**config.mk**
```make
export PLATFORM = sky130hd
export DESIGN_NAME = reg_bank_shadow
export DESIGN_NICKNAME = d
export VERILOG_FILES = /design/src/rtl/reg_bank_shadow.sv
export SDC_FILE = /design/constraint.sdc
export NUM_CORES = 1
export LEC_CHECK = 0
export BUFFER_PORTS_ARGS = -buffer_cell sky130_fd_sc_hd__buf_2
export CAP_MARGIN = 30
export CORE_ASPECT_RATIO = 1.4
export CORE_MARGIN = 3
export CORE_UTILIZATION = 45
export DETAILED_ROUTE_END_ITERATION = 12
export PLACE_DENSITY = 0.65
export SLEW_MARGIN = 30
export SYNTH_ARGS = -nofsm -noshare
export SYNTH_HDL_FRONTEND = slang
export SYNTH_SLANG_ARGS = --single-unit
```
**constraint.sdc**
```tcl
create_clock -name CLK -period 9.25 [get_ports CLK]
set_input_delay 0 -clock CLK [delete_from_list [all_inputs] [get_ports CLK]]
set_output_delay 0 -clock CLK [all_outputs]
set_load 0.01 [all_outputs]
```
**src/rtl/reg_bank_shadow.sv**
```systemverilog
// reg_bank_shadow: bank of nregs registers, each with a byte-lane-writable
// shadow copy and an active copy. COMMIT copies dirty shadows to active in one
// edge. ABORT restores every shadow from its active copy.
//
// Ports:
//   CLK, RST      clock (posedge), asynchronous active-high reset
//   WR_*          shadow write port (strobe, index, data, byte enables)
//   COMMIT/ABORT  bank-wide transfer controls; COMMIT has priority
//   RD_*          registered read port, 1-cycle latency, shadow/active select
//   Q_OUT         all active values, register i at [i*width +: width]
//   DIRTY         per-register pending-write flags
//   COMMIT_ACK    pulse the cycle after a commit
//   ERR           pulse the cycle after an out-of-range access
//   COMMIT_COUNT  wrapping commit counter
module reg_bank_shadow #(
    parameter int              width      = 32,
    parameter int              nregs      = 4,
    parameter int              addr_width = 2,
    parameter logic [width-1:0] init      = '0
) (
    input  logic                    CLK,
    input  logic                    RST,
    input  logic                    WR_EN,
    input  logic [addr_width-1:0]   WR_ADDR,
    input  logic [width-1:0]        WR_DATA,
    input  logic [width/8-1:0]      WR_BE,
    input  logic                    COMMIT,
    input  logic                    ABORT,
    input  logic                    RD_EN,
    input  logic [addr_width-1:0]   RD_ADDR,
    input  logic                    RD_SHADOW,
    output logic [width-1:0]        RD_DATA,
    output logic                    RD_VALID,
    output logic [nregs*width-1:0]  Q_OUT,
    output logic [nregs-1:0]        DIRTY,
    output logic                    COMMIT_ACK,
    output logic                    ERR,
    output logic [7:0]              COMMIT_COUNT
);

    localparam int nbytes = width / 8;
    // One extra bit so that nregs == 2**addr_width is representable.
    localparam logic [addr_width:0] nregs_lim = (addr_width + 1)'(nregs);

    logic [width-1:0] shadow_q [nregs];
    logic [width-1:0] active_q [nregs];
    logic [width-1:0] shadow_d [nregs];
    logic [width-1:0] active_d [nregs];
    logic [nregs-1:0] dirty_d;
    logic [width-1:0] be_mask;
    logic [width-1:0] rd_sel;
    logic             wr_in_range;
    logic             rd_in_range;
    logic             wr_ok;
    logic             abort_eff;

    assign wr_in_range = ({1'b0, WR_ADDR} < nregs_lim);
    assign rd_in_range = ({1'b0, RD_ADDR} < nregs_lim);
    assign wr_ok       = WR_EN && wr_in_range && (WR_BE != '0);
    assign abort_eff   = ABORT && !COMMIT;

    always_comb begin
        be_mask = '0;
        for (int k = 0; k < nbytes; k++) begin
            be_mask[8*k +: 8] = {8{WR_BE[k]}};
        end
    end

    // A same-cycle write is overlaid on whatever the shadow would otherwise
    // become, so write+ABORT yields active with the written bytes on top,
    // and write+COMMIT leaves the new data pending while committing the old.
    always_comb begin
        dirty_d = DIRTY;
        for (int i = 0; i < nregs; i++) begin
            logic [width-1:0] base;
            logic             hit;
            base = abort_eff ? active_q[i] : shadow_q[i];
            hit  = wr_ok && (WR_ADDR == addr_width'(i));
            shadow_d[i] = hit ? ((base & ~be_mask) | (WR_DATA & be_mask)) : base;
            active_d[i] = (COMMIT && DIRTY[i]) ? shadow_q[i] : active_q[i];
            if (hit) begin
                dirty_d[i] = 1'b1;
            end else if (COMMIT || ABORT) begin
                dirty_d[i] = 1'b0;
            end
        end
    end

    // Out-of-range read addresses match no entry and return zero.
    always_comb begin
        rd_sel = '0;
        for (int i = 0; i < nregs; i++) begin
            if (RD_ADDR == addr_width'(i)) begin
                rd_sel = RD_SHADOW ? shadow_q[i] : active_q[i];
            end
        end
    end

    always_ff @(posedge CLK or posedge RST) begin
        if (RST) begin
            for (int i = 0; i < nregs; i++) begin
                shadow_q[i] <= init;
                active_q[i] <= init;
            end
            DIRTY        <= '0;
            RD_DATA      <= '0;
            RD_VALID     <= 1'b0;
            COMMIT_ACK   <= 1'b0;
            ERR          <= 1'b0;
            COMMIT_COUNT <= '0;
        end else begin
            for (int i = 0; i < nregs; i++) begin
                shadow_q[i] <= shadow_d[i];
                active_q[i] <= active_d[i];
            end
            DIRTY      <= dirty_d;
            RD_VALID   <= RD_EN;
            if (RD_EN) begin
                RD_DATA <= rd_sel;
            end
            COMMIT_ACK <= COMMIT;
            ERR        <= (WR_EN && !wr_in_range) || (RD_EN && !rd_in_range);
            if (COMMIT) begin
                COMMIT_COUNT <= COMMIT_COUNT + 8'd1;
            end
        end
    end

    for (genvar g = 0; g < nregs; g++) begin : g_qout
        assign Q_OUT[g*width +: width] = active_q[g];
    end

endmodule

```
### Word level (Yosys, flattened, before mapping)

Index checks and enable logic that the tools add are counted.
Widths: inputs -> output; s select.

| storage, ports and cells | value |
|---|---|
| bits in registers | 302 |
| input port bits | 47 |
| output and inout port bits | 175 |
| logic and storage cells | 73 |

| cells by class | value |
|---|---|
| add/sub/neg operators | 1 |
| equality and inequality tests | 6 |
| multiplexer cells | 21 |
| bitwise gates (word level) | 10 |
| reductions and logical operators | 19 |

Operator list:

| cell | number |
|---|---|
| $mux 32 | 16 |
| $and 32x32->32 | 5 |
| $or 32x32->32 | 4 |
| $not 32->32 | 1 |
| $logic_and 1x1->1 | 10 |
| $add 8x1->8 const B | 1 |
| $eq 2x2->1 const B | 4 |
| $reduce_bool 2->1 | 4 |
| $mux 1 | 5 |
| $eq 2x1->1 const B | 2 |
| $logic_not 2->1 | 2 |
| $reduce_bool 4->1 | 1 |
| $logic_not 1->1 | 1 |
| $logic_or 1x1->1 | 1 |

### Longest topological paths before layout

| depth | value |
|---|---|
| depth in word-level cells | 6 |
| mapped depth | 6 |
| gate-level depth less buffers | 3 |

### Least setup slack after synthesis

OpenSTA, ideal clock, no wires.

| timing path | value |
|---|---|
| path type | register -> register |
| from | reg active_q (netlist bit Q_OUT[43]) |
| to | reg RD_DATA[11] |
| setup time | 0.121 ns |
| data arrival time | 1.158 ns |
| required time | 9.129 ns |
| path slack | 7.971 ns |
| cell stages (with the launch flop) | 4 |
| buffers on the path | 0 |
| period minus slack after synthesis | 1.279 ns |
| cells stage by stage | dfrtp_1 -> mux4_2 -> nor2b_1 -> o22a_1 |

| between the ends | value |
|---|---|
| cells in the longest elaborated chain, start to end | 4 |

Ends and longest elaborated chain:

| element | line | text |
|---|---|---|
| start: declaration | 46 | `logic [width-1:0] active_q [nregs];` |
| start signal: indexed assignment | 103 | `active_q[i] <= init;` |
| start signal: indexed assignment | 114 | `active_q[i] <= active_d[i];` |
| $mux 32 | 94 | `rd_sel = RD_SHADOW ? shadow_q[i] : active_q[i];` |
| $mux 32 (3 in series) | 93 | `if (RD_ADDR == addr_width'(i)) begin` |
| end signal: assignment | 119 | `RD_DATA <= rd_sel;` |
| end: declaration | 32 | `output logic [width-1:0] RD_DATA,` |

Every way passes these cells.
A chain may end at the register's enable or synchronous reset.

==> flow_metrics.py <==
metrics = {
    "sta": {
        "final_hold_viol_count": 0,
        "fin_skew_ns": 0.0154,
        "timing.hold.ws_ns": 0.0407,
        "finalCritPeriodShare": 0.258,
        "setup_violations": 0,
        "rsz0062_at_grt": "false",
        "final_max_slew_viol_count": 0,
        "worst_pin_slew_ns": 1.01,
        "worst_slew_margin_rel": 0.327,
        "clock.fmax_ghz": 0.419,
        "final.min_clock_period_ns": 2.39,
        "tns_ns": 0,
    },
    "placed_design": {
        "dp_cells": 1833,
        "place.gp.congestion": 0.772,
        "placed_area_mm2": 0.0160,
        "portBuffers": 220,
        "hpwl_mm": 25.1,
    },
    "detailed_routing": {
        "wirelength_mm": 40.8,
        "drc_errors": 0,
        "via_count": 10679,
        "drt_iter0_markers": 628,
        "wl_per_cell_um": 21.1,
        "first_pass_iters": 6,
        "viasPerCell": 5.52,
        "postRouteAntennaNets": 0,
    },
    "critical_path": {
        "ff2ff_setup_slack_ns": 7.71,
        "cp-end-kind": "flip-flop",
        "r2r-start": "DIRTY[1]$_DFFE_PP0P_",
        "r2r_end": "Q_OUT[54]$_DFFE_PP0P_",
        "worstPathArrival_ns": 2.80,
        "cp-start-kind": "primary input",
        "cp.required_ns": 9.66,
        "crit_path_max_fanout": 46,
        "r2r_cells": 3,
        "path_class": "in -> reg",
    },
    "final_layout": {
        "nets": 1517,
        "layout-drive-gt1-share": 0.295,
        "n_antenna_cell": 0,
        "area_growth_pct": 18.5,
        "fin_area_mm2": 0.0176,
        "stdcell_count": 1934,
    },
    "global_routing": {
        "antenna_found_initial": 0,
        "grtUsageTotal": 0.227,
        "grt_overflow": 0,
        "grt_pass1_vias": 10771,
        "grt_max_degree": 108,
        "grt_pass1_wl_mm": 63.1,
    },
    "run_status": {
        "outcome": "finished clean",
    },
    "yosys": {
        "synth.net_count": 1302,
        "yosysSeqAreaShare": 0.510,
        "syn_inst": 1254,
        "synthFlopType": "dfrtp_1",
        "synth_area_leader_cell": "dfrtp_1",
        "synth_seq_cells": 302,
        "ys_warn_count": 0,
        "synth_area_mm2": 0.0148,
        "synth_area_leaders": "dfrtp_1 (51%), mux2i_1 (15%), mux2_2 (9.8%)",
        "syn_avg_cell_area_um2": 11.8,
        "ys_async_sr_fraction": 1.00,
        "synth_cell_types": 39,
        "synth_edf_count": 0,
        "synth_most_common_cell": "dfrtp_1",
        "synthDominantCellAreaShare": 0.510,
        "synthTopCellsByCount": "dfrtp_1 (302), mux2i_1 (222), mux2_2 (129), nor2_1 (125), a21oi_1 (109)",
    },
    "clock_network": {
        "cts_setup_buffers": 0,
        "max-clock-path-buffers": 3,
        "cts-buffers-inserted": 31,
        "cts_max_level": 1,
        "cts_tree": "yes",
        "clk_latency_ns": 0.58,
        "cts_root_buffer": "clkbuf_16",
        "path_clk_slew_ns": 0.06,
        "ctsResizeCount": 0,
        "cts_sinks": 302,
    },
    "worst_hold_path": {
        "worst_hold_path.endpoint": "DIRTY[3]$_DFFE_PP0P_",
        "holdCritPathClass": "in -> reg",
        "worstHoldPathCells": 3,
        "hold_path.startpoint": "WR_BE[1]",
    },
    "die": {
        "num_rows": 78,
        "die_area_mm2": 0.0352,
        "die_height_um": 221,
        "fp.dieW_um": 159,
        "start_util": 0.457,
        "io_pins": 222,
        "core_mm2": 0.0324,
    },
    "run": {
        "maxCapViolCount": 0,
    },
    "power": {
        "power.leakage_nw": 8.59,
        "powerDensity_mw_per_mm2": 306,
        "irDropWorstVdd_v": 0.000215,
        "p_total_w": 0.00537,
    },
}
how the worst max path moves through the flow:
stage | startpoint | endpoint | slack (ns) | depth (start not counted)
after detailed placement | RD_SHADOW | RD_DATA[27]$_DFFE_PP0P_ | 6.69 | 5
final | COMMIT | shadow_q[47]$_DFF_PP0_ | 6.86 | 6
after global placement | RD_SHADOW | RD_DATA[27]$_DFFE_PP0P_ | 6.67 | 5
after CTS | COMMIT | shadow_q[63]$_DFF_PP0_ | 6.92 | 6
after floorplan | RST | COMMIT_ACK$_DFF_PP0_ | 0.90 | 1
after global routing | COMMIT | shadow_q[59]$_DFF_PP0_ | 6.76 | 6
worst max-delay path: stages:
cell,delay [ns]
dlygate4sd3_1,0.52
buf_2,0.33
nand2b_4,0.68
buf_4,0.79
mux2i_1,0.29
a21oi_1,0.10
layout make-up:
| class | count | area, um^2 |
|---|---|---|
| fillers | 2931 | 14800 |
| flip-flops and latches | 302 | 7560 |
| multi-input cells | 859 | 6690 |
| repair buffers | 272 | 1620 |
| clock buffers | 42 | 877 |
| well taps | 440 | 551 |
| clock inverters | 16 | 240 |
| inverters | 3 | 18.8 |
cells by family after synthesis:
family | count (synthesis) | synth area share
compound gates | 234 | 0.0991
xor+xnor | 7 | 0.00414
fa+ha+maj | 1 | 0.000844
buf+inv | 93 | 0.0406
flops | 302 | 0.510
mux | 357 | 0.257
other cells | 1 | 0.000253
simple gates | 259 | 0.0878
layer usage:
layer,vias to the layer above,global-route usage,wire (um)
li1,4972,-,-
met1,5359,0.297,17200
met2,289,0.394,20600
met3,59,0.0326,1940
met4,0,0.0724,1040
met5,-,0,0
where the power goes:
group          leakage [nW]  internal (W)  switching (W)
registers              3.72       0.00190       0.000538
clock network         0.558      0.000832       0.000533
logic                  4.31      0.000824       0.000744
per-stage QoR:
| step | util | setup slack [ns] |
|---|---|---|
| final | 0.542 | 6.86 |
| after global placement | 0.493 | 6.67 |
| after detailed placement | 0.494 | 6.69 |
| after floorplan | - | 0.904 |
| after global routing | 0.542 | 6.76 |
| after CTS | 0.541 | 6.92 |
layout by cell type (no fill, tap or decap), drive strengths merged, types with 15 or more instances in the layout:
| cell type | n |
|---|---|
| dfrtp | 302 |
| buf | 229 |
| mux2i | 222 |
| mux2 | 129 |
| nor2 | 125 |
| a21oi | 109 |
| nand3b | 44 |
| dlygate4sd3 | 43 |
| nand2 | 43 |
| o21ai | 43 |
| clkbuf | 42 |
| o22a | 34 |
| a31oi | 15 |
flip-flops by register name, indices dropped and copies added, names as in the netlist:
signal	count
shadow_q	128
Q_OUT	128
RD_VALID	1
RD_DATA	32
COMMIT_ACK	1
DIRTY	4
COMMIT_COUNT	8
repair_timing:
action / 4_1_cts / 5_1_grt
hold buffers: 43 / 0
endpoints found under the hold margin: 242 / 0
setup endpoints to repair: 0 / 0
No activity file was read; power rests on OpenSTA's default activity.
